### src/rtl/uart_tx_arbiter.sv
// uart_tx_arbiter: round-robin sharing of a single uart_tx among N_REQ byte
// streams. Each accepted byte produces one uart_start pulse. The next byte is
// accepted only after uart_done. Packet lock keeps the grant on one requester
// until its last byte. A watchdog abandons a frame or a lock that stalls.
module uart_tx_arbiter #(
    parameter int N_REQ          = 4,
    parameter int CLK_FREQ       = 50000000,
    parameter int BAUD_RATE      = 19200,
    parameter int TIMEOUT_CYCLES = 12 * (CLK_FREQ / BAUD_RATE)
) (
    input  logic                     clk,
    input  logic                     rst,
    input  logic [N_REQ-1:0]         req_valid,
    input  logic [8*N_REQ-1:0]       req_data,
    input  logic [N_REQ-1:0]         req_last,
    output logic [N_REQ-1:0]         req_ready,
    output logic                     uart_start,
    output logic [7:0]               uart_data,
    input  logic                     uart_done,
    output logic                     busy,
    output logic [$clog2(N_REQ)-1:0] grant_id,
    output logic                     timeout_err
);

    localparam int          ID_W = $clog2(N_REQ);
    localparam int          WD_W = $clog2(TIMEOUT_CYCLES + 1);
    localparam int unsigned NU   = N_REQ;
    localparam logic [WD_W-1:0] WD_LAST = WD_W'(TIMEOUT_CYCLES - 1);

    typedef enum logic [1:0] {
        ST_IDLE,
        ST_START,
        ST_WAIT,
        ST_HOLD
    } state_t;

    state_t            state_q, state_d;
    logic [7:0]        data_q, data_d;
    logic [ID_W-1:0]   grant_q, grant_d;
    logic              last_q, last_d;
    logic [ID_W-1:0]   rr_ptr_q, rr_ptr_d;
    logic [WD_W-1:0]   wdog_q, wdog_d;
    logic              start_q, start_d;

    logic              found;
    logic [ID_W-1:0]   winner;
    logic [31:0]       scan_idx;
    logic [31:0]       next_ptr_full;
    logic [ID_W-1:0]   next_ptr;
    logic [N_REQ-1:0]  ready_c;
    logic              timeout_c;

    // Round-robin scan: first valid requester at or after rr_ptr, wrapping.
    always_comb begin
        found    = 1'b0;
        winner   = '0;
        scan_idx = '0;
        for (int unsigned j = 0; j < NU; j++) begin
            scan_idx = (32'(rr_ptr_q) + j) % NU;
            if (!found && req_valid[scan_idx]) begin
                found  = 1'b1;
                winner = scan_idx[ID_W-1:0];
            end
        end
    end

    // Pointer position just past the current grant, modulo N_REQ.
    always_comb begin
        next_ptr_full = (32'(grant_q) + 32'd1) % NU;
        next_ptr      = next_ptr_full[ID_W-1:0];
    end

    // Next-state, accept handshake and watchdog logic.
    always_comb begin
        state_d   = state_q;
        data_d    = data_q;
        grant_d   = grant_q;
        last_d    = last_q;
        rr_ptr_d  = rr_ptr_q;
        wdog_d    = wdog_q;
        ready_c   = '0;
        timeout_c = 1'b0;
        case (state_q)
            ST_IDLE: begin
                if (found) begin
                    ready_c[winner] = 1'b1;
                    grant_d         = winner;
                    data_d          = req_data[8*int'(winner) +: 8];
                    last_d          = req_last[winner];
                    state_d         = ST_START;
                end
            end
            ST_START: begin
                wdog_d  = '0;
                state_d = ST_WAIT;
            end
            ST_WAIT: begin
                wdog_d = wdog_q + WD_W'(1);
                // A done in the terminal-count cycle takes precedence over the timeout.
                if (uart_done) begin
                    if (last_q) begin
                        rr_ptr_d = next_ptr;
                        state_d  = ST_IDLE;
                    end else begin
                        wdog_d  = '0;
                        state_d = ST_HOLD;
                    end
                end else if (wdog_q == WD_LAST) begin
                    timeout_c = 1'b1;
                    rr_ptr_d  = next_ptr;
                    state_d   = ST_IDLE;
                end
            end
            ST_HOLD: begin
                if (req_valid[grant_q]) begin
                    ready_c[grant_q] = 1'b1;
                    data_d           = req_data[8*int'(grant_q) +: 8];
                    last_d           = req_last[grant_q];
                    state_d          = ST_START;
                end else if (wdog_q == WD_LAST) begin
                    timeout_c = 1'b1;
                    rr_ptr_d  = next_ptr;
                    state_d   = ST_IDLE;
                end else begin
                    wdog_d = wdog_q + WD_W'(1);
                end
            end
            default: state_d = ST_IDLE;
        endcase
        start_d = (state_d == ST_START);
    end

    // State and datapath registers with synchronous reset.
    always_ff @(posedge clk) begin
        if (rst) begin
            state_q  <= ST_IDLE;
            data_q   <= '0;
            grant_q  <= '0;
            last_q   <= 1'b0;
            rr_ptr_q <= '0;
            wdog_q   <= '0;
            start_q  <= 1'b0;
        end else begin
            state_q  <= state_d;
            data_q   <= data_d;
            grant_q  <= grant_d;
            last_q   <= last_d;
            rr_ptr_q <= rr_ptr_d;
            wdog_q   <= wdog_d;
            start_q  <= start_d;
        end
    end

    // Handshake and timeout are masked while rst is high so no byte is taken during reset.
    always_comb begin
        req_ready   = ready_c & {N_REQ{~rst}};
        timeout_err = timeout_c & ~rst;
        uart_start  = start_q;
        uart_data   = data_q;
        busy        = (state_q != ST_IDLE);
        grant_id    = grant_q;
    end

endmodule

### config.mk
export PLATFORM = sky130hd
export DESIGN_NAME = uart_tx_arbiter
export DESIGN_NICKNAME = d
export VERILOG_FILES = /design/src/rtl/uart_tx_arbiter.sv
export SDC_FILE = /design/constraint.sdc
export NUM_CORES = 1
export LEC_CHECK = 0
export ABC_CLOCK_PERIOD_IN_PS = 5550
export BUFFER_PORTS_ARGS = -buffer_cell sky130_fd_sc_hd__buf_4
export CAP_MARGIN = 10
export CORE_UTILIZATION = 57
export CTS_CLUSTER_DIAMETER = 30
export DETAILED_ROUTE_END_ITERATION = 12
export PLACE_DENSITY = 0.88
export SYNTH_ARGS = -nofsm -noshare
export SYNTH_HDL_FRONTEND = slang
export SYNTH_SLANG_ARGS = --single-unit
### constraint.sdc
create_clock -name clk -period 5.55 [get_ports clk]
set_input_delay 0 -clock clk [delete_from_list [all_inputs] [get_ports clk]]
set_output_delay 0 -clock clk [all_outputs]
set_load 0.01 [all_outputs]
==> results of run 1 <==
[layer usage]
layer / global-route usage / vias up
met5: 0 / -
met4: 0.0870 / 0
met3: 0.0833 / 8
met2: 0.429 / 80
met1: 0.347 / 1036
li1: - / 1102
[registers in the layout, summed over array words and instances (netlist names)]
signal      flops
grant_id        2
uart_start      1
wdog_q         15
state_q         2
uart_data       8
rr_ptr_q        2
last_q          1
[through the flow]
step                area (µm²)  cells
finish                    2770    361
global placement          2660    352
floorplan                 2280    259
detailed placement        2660    352
global route              2770    361
CTS                       2770    361
[worst max-delay path, stage by stage (launching register included)]
cell	delay, ns
dfxtp_1	0.39
ha_1	0.48
inv_1	0.17
nor2_1	0.45
or3_1	0.60
mux2_2	0.41
a221o_1	0.30
[area by class of cell]
| cell class | count | share of cell area |
|---|---|---|
| multi-input combinational | 196 | 0.530 |
| sequential | 31 | 0.224 |
| timing repair buffer | 60 | 0.163 |
| clock buffer | 7 | 0.0347 |
| inverter | 18 | 0.0244 |
| tap | 48 | 0.0217 |
| clock inverter | 1 | 0.00271 |
[cell families (layout without fill, tap and decap cells)]
| logic type | after synthesis | in the layout |
|---|---|---|
| AO/OA/AOI/OAI | 80 | 80 |
| flip-flops | 31 | 31 |
| multiplexers | 14 | 14 |
| AND/OR/NAND/NOR | 92 | 92 |
| buffers and inverters | 32 | 86 |
| XOR/XNOR | 1 | 1 |
| adder cells (fa/ha/maj) | 9 | 9 |
[worst paths after layout]
kind	from	to	slack, ns	cells past startpoint
max	state_q[1]	uart_data[2]	2.63	6
min	req_data[29]	uart_data[5]	0.06	3
max reg2reg	state_q[1]	uart_data[2]	2.63	6
min reg2reg	wdog_q[13]	wdog_q[13]	0.49	2
[power by group]
group / switching [mW] / internal, mW / leakage (nW) / total (mW)
clock: 0.0918 / 0.113 / 0.0505 / 0.205
sequential: 0.0132 / 0.238 / 0.253 / 0.251
combinational: 0.0871 / 0.0853 / 0.861 / 0.172
total: 0.192 / 0.436 / 1.16 / 0.628
[timing repair]
item,in CTS,in global routing
endpoints found under the setup margin,0,0
hold buffers,1,0
endpoints found under the hold margin,1,0
resized for setup,0,0
[cell usage in the layout (no fill, tap or decap), types with 3 or more instances in the layout]
cell / count
buf_4: 59
dfxtp_1: 31
nand2_1: 19
inv_1: 18
a21oi_1: 18
nor2_1: 14
o31ai_1: 10
or4_1: 10
o21ai_0: 9
nand3_1: 9
ha_1: 9
o2111a_1: 8
a221o_1: 8
o211ai_1: 7
clkbuf_8: 7
nand2b_1: 6
or3_1: 6
mux2_2: 6
nor3_1: 5
mux2i_1: 4
a22oi_1: 3
and4_1: 3
and2_1: 3
nand4_1: 3
==> flow_summary.yaml, run 1 <==
outcome:
  status: "complete, no violations"
cts:
  clkLatencyLatePin_ns: 0.29
  path_clk_slew_ns: 0.07
  cts_made_buffers: 5
  post-cts-setup-buffers: 0
  cts_tree: "done"
  cts_buffer_depth: 2
  clock_sinks: 31
  ctsRootBufferMaster: "clkbuf_8"
  htree_levels: 2
setup_path:
  crit_path_end_kind: "flip-flop"
  arrival_ns: 3.08
  worstPathRequired_ns: 5.72
  crit_fanout: 16
  cp-start-kind: "flip-flop"
  worstSetupPathType: "reg -> reg"
sta:
  rsz0062_at_grt: "false"
  slew_violations: 0
  slew_headroom: 0.543
  fmax_mhz: 343
  finalWorstSetupSlack_ns: 2.63
  finalSetupViolCount: 0
  worst_slew_pin_slew_ns: 0.685
  finalHoldViolations: 0
  fin_hold_ws_ns: 0.0606
  period_minus_slack_ns: 2.92
  tns_ns: 0
  fin_crit_sh: 0.525
  skew_ns: 0.0117
floorplan:
  fp.dieArea_um2: 4260
  core_area_um2: 3740
  die_x_um: 65.3
  io_pins: 60
  initial_core_util: 0.609
  die_y_um: 65.3
  num_rows: 22
grt:
  grt_pass1_vias: 1973
  grt_usage: 0.270
  grt_max_degree: 29
  gr-total-overflow: 0
  antenna_found_initial: 0
  grt_pass1_wl_um: 8870
job:
  cap_viol_max_count: 0
finish:
  multi_input_area_um2: 1470
  finalNetCount: 364
  drive_gt1_frac: 0.288
  area_growth_pct: 21.6
  nFillCells: 289
  final_util: 0.741
  antenna_cells: 0
  seqCellArea_um2: 621
placement:
  preCtsSetupSlack_ns: 2.69
  hpwlAfterDp_um: 3960
  gp_congestion: 0.904
  placement.io_buffers: 59
detailed_routing:
  route.detailed.drc: 0
  viasPerCell: 6.17
  dr_wl_met3_um: 408
  wl_met1_um: 2520
  ant_nets: 0
  highest_layer: "met4"
  route.vias.total: 2226
  drt-total-wl_um: 5440
  drtPass1Iterations: 4
  wl_per_cell_um: 15.1
  drt_iter0_markers: 160
  wl_met2_um: 2430
synthesis:
  postSynth.asyncResetShare: 0
  synth.most_common_cell: "dfxtp_1"
  yosysSeqAreaShare: 0.272
  synthAdderAreaFrac: 0.0494
  syn_avg_cell_area_um2: 8.81
  synth_top_area_cell: "dfxtp_1"
  syn_inst: 259
  yosys_warnings: 0
  synthXorXnorAreaFrac: 0.00384
  syn-num-nets: 311
  synth_mux_area_frac: 0.0801
  synth_common_cells: "dfxtp_1, nand2_1, a21oi_1, inv_1, nor2_1"
  synth_edf_count: 0
  synth_seq_cells: 31
  synth_top_family_by_area: "compound AO/OA/AOI/OAI gates"
  ys.flop_type: "dfxtp_1"
  synth_compound_area_frac: 0.278
  ys_types: 59
  syn_area_um2: 2280
  synthTopCellsByArea: "dfxtp_1, ha_1, a21oi_1"
  yosysTopAreaCellShare: 0.272
  synth-simple-area-share: 0.233
power:
  p_leak_nw: 1.16
  powerDensity_nw_per_um2: 226
  ir_worst_vdd_mv: 0.133
  fin_total_pwr_mw: 0.628
min_path:
  hold_path.class: "in -> reg"
Power figures use the tool's default switching activity.
==> inputs of run 2 (changes only) <==
==> config.mk (replaced) <==
export PLATFORM = sky130hd
export DESIGN_NAME = uart_tx_arbiter
export DESIGN_NICKNAME = d
export VERILOG_FILES = /design/src/rtl/uart_tx_arbiter.sv
export SDC_FILE = /design/constraint.sdc
export NUM_CORES = 1
export LEC_CHECK = 0
export ABC_CLOCK_PERIOD_IN_PS = 2900
export BUFFER_PORTS_ARGS = -buffer_cell sky130_fd_sc_hd__buf_4
export CAP_MARGIN = 10
export CORE_UTILIZATION = 53
export CTS_CLUSTER_DIAMETER = 30
export DETAILED_ROUTE_END_ITERATION = 12
export PLACE_DENSITY = 0.83
export SYNTH_ARGS = -nofsm -noshare
export SYNTH_HDL_FRONTEND = slang
export SYNTH_SLANG_ARGS = --single-unit
==> constraint.sdc (replaced) <==
create_clock -name clk -period 2.9 [get_ports clk]
set_input_delay 0 -clock clk [delete_from_list [all_inputs] [get_ports clk]]
set_output_delay 0 -clock clk [all_outputs]
set_load 0.01 [all_outputs]
==> flow_summary.yaml, run 2 (same netlist as run 1, synthesis figures left out) <==
sta:
  slew_violations: 0
  finalHoldViolations: 0
  rsz0062_at_grt: "false"
  finalSetupViolCount: 0
  tns_ns: 0
  finalWorstSetupSlack_ns: 0.508
  slew_headroom: 0.568
  fin_crit_sh: 0.825
  worst_slew_pin_slew_ns: 0.647
  period_minus_slack_ns: 2.39
  fmax_mhz: 418
  skew_ns: 0.00722
setup_path:
  worstPathRequired_ns: 3.07
  cp_num_buf_inv: 1
  cpLargestDelayFamily: "compound AO/OA/AOI/OAI gates"
  crit_path_end_kind: "flip-flop"
  crit_path_end: "uart_data[7]"
  reg2reg_depth: 6
  arrival_ns: 2.56
  crit_path_start: "state_q[0]"
  cp.depth: 6
  crit_slowest_cell: "a2111oi_4"
  crit_fanout: 16
  cp-start-kind: "flip-flop"
  r2r-start: "state_q[0]"
  reg2reg_to: "uart_data[7]"
  path_cells: "ha_1, a2111oi_4, or3_1, buf_4, mux2_2, a221o_1"
  worstSetupPathType: "reg -> reg"
  cpPeakStageDelay_ns: 0.47
  r2r_slack_ns: 0.51
finish:
  finalNetCount: 367
  nFillCells: 324
  mostFrequentLayoutCells: "buf_4, dfxtp_1, nand2_1"
  final_util: 0.685
  largest_reg_flops: 15
  layout_commonest_cell: "buf_4"
  max_flop_register: "wdog_q"
  fin_cells: 365
  area_growth_pct: 21.9
  antenna_cells: 0
  fin_area_um2: 2780
  drive_gt1_frac: 0.295
grt:
  grt_pass1_vias: 1951
  grt_max_degree: 29
  antenna_found_initial: 0
  gr-total-overflow: 0
  grt_pass1_wl_um: 8630
  grt_usage: 0.249
detailed_routing:
  wl_per_cell_um: 14.9
  drtPass1Iterations: 5
  route.vias.total: 2220
  viasPerCell: 6.08
  ant_nets: 0
  drt_iter0_markers: 120
  drt-total-wl_um: 5430
  route.detailed.drc: 0
cts:
  cts_tree: "done"
  cts_buffer_depth: 2
  ctsResizeCount: 0
  cts_made_buffers: 5
  hold_buffers: 0
  clock_sinks: 31
  ctsRootBufferMaster: "clkbuf_8"
  path_clk_slew_ns: 0.07
  clkLatencyLatePin_ns: 0.28
  post-cts-setup-buffers: 0
  htree_levels: 2
placement:
  preCtsSetupSlack_ns: 0.527
  gp_congestion: 0.939
  hpwlAfterDp_um: 4020
  placement.io_buffers: 59
  place_area_um2: 2690
  dp_cells: 358
floorplan:
  initial_core_util: 0.562
  num_rows: 23
  core_area_um2: 4060
  fp.dieArea_um2: 4570
  die_y_um: 67.6
  io_pins: 60
  die_x_um: 67.6
min_path:
  min_delay_path_depth: 2
  hold_path.class: "in -> reg"
outcome:
  status: "complete, no violations"
power:
  powerDensity_nw_per_um2: 418
  ir_worst_vdd_mv: 0.309
  p_leak_nw: 1.18
job:
  cap_viol_max_count: 0
[run 2: cell count changes in the layout (fill, tap and decap cells not counted), sizes merged]
cell | before | now
buf | 59 | 63
clkbuf | 7 | 6
clkinv | 0 | 1
clkinvlp | 1 | 0
dlygate4sd3 | 1 | 0
[run 2: area by class of cell]
cell class              instances  area, µm²  area share
clock buffers                   6       82.6      0.0297
clock inverters                 1       5.00     0.00180
inverters                      18       67.6      0.0243
multi-input cells             196       1470       0.528
flip-flops and latches         31        621       0.223
well taps                      50       62.6      0.0225
repair buffers                 63        473       0.170
[run 2: worst min-delay path by stage]
stage / startpoint / endpoint / slack, ns
3_3_place_gp: rst / grant_id[1] / 0.30
2_1_floorplan: rst / last_q / 0.16
3_5_place_dp: rst / rr_ptr_q[1] / 0.31
6_report: rst / rr_ptr_q[1] / 0.003
5_1_grt: rst / grant_id[0] / 0.02
4_1_cts: rst / rr_ptr_q[1] / 0.0003
[run 2: power by group]
part / switching [mW] / internal, mW / leakage (nW)
Combinational: 0.169 / 0.167 / 0.876
Clock: 0.162 / 0.186 / 0.0470
Sequential: 0.0219 / 0.456 / 0.253
[run 2: per-layer routing]
layer / global-route usage / part of all wire / routed length, µm
met5: 0 / 0 / 0
met4: 0.0798 / 0.0053 / 29
met3: 0.0642 / 0.067 / 365
met2: 0.399 / 0.46 / 2500
met1: 0.323 / 0.47 / 2530
[run 2: stage by stage]
stage	hold slack, ns	total power, mW
3_5_place_dp	0.309	0.821
5_1_grt	0.0228	1.22
4_1_cts	0.000335	1.17
6_report	0.00339	1.16
3_3_place_gp	0.304	0.815
2_1_floorplan	0.164	0.714
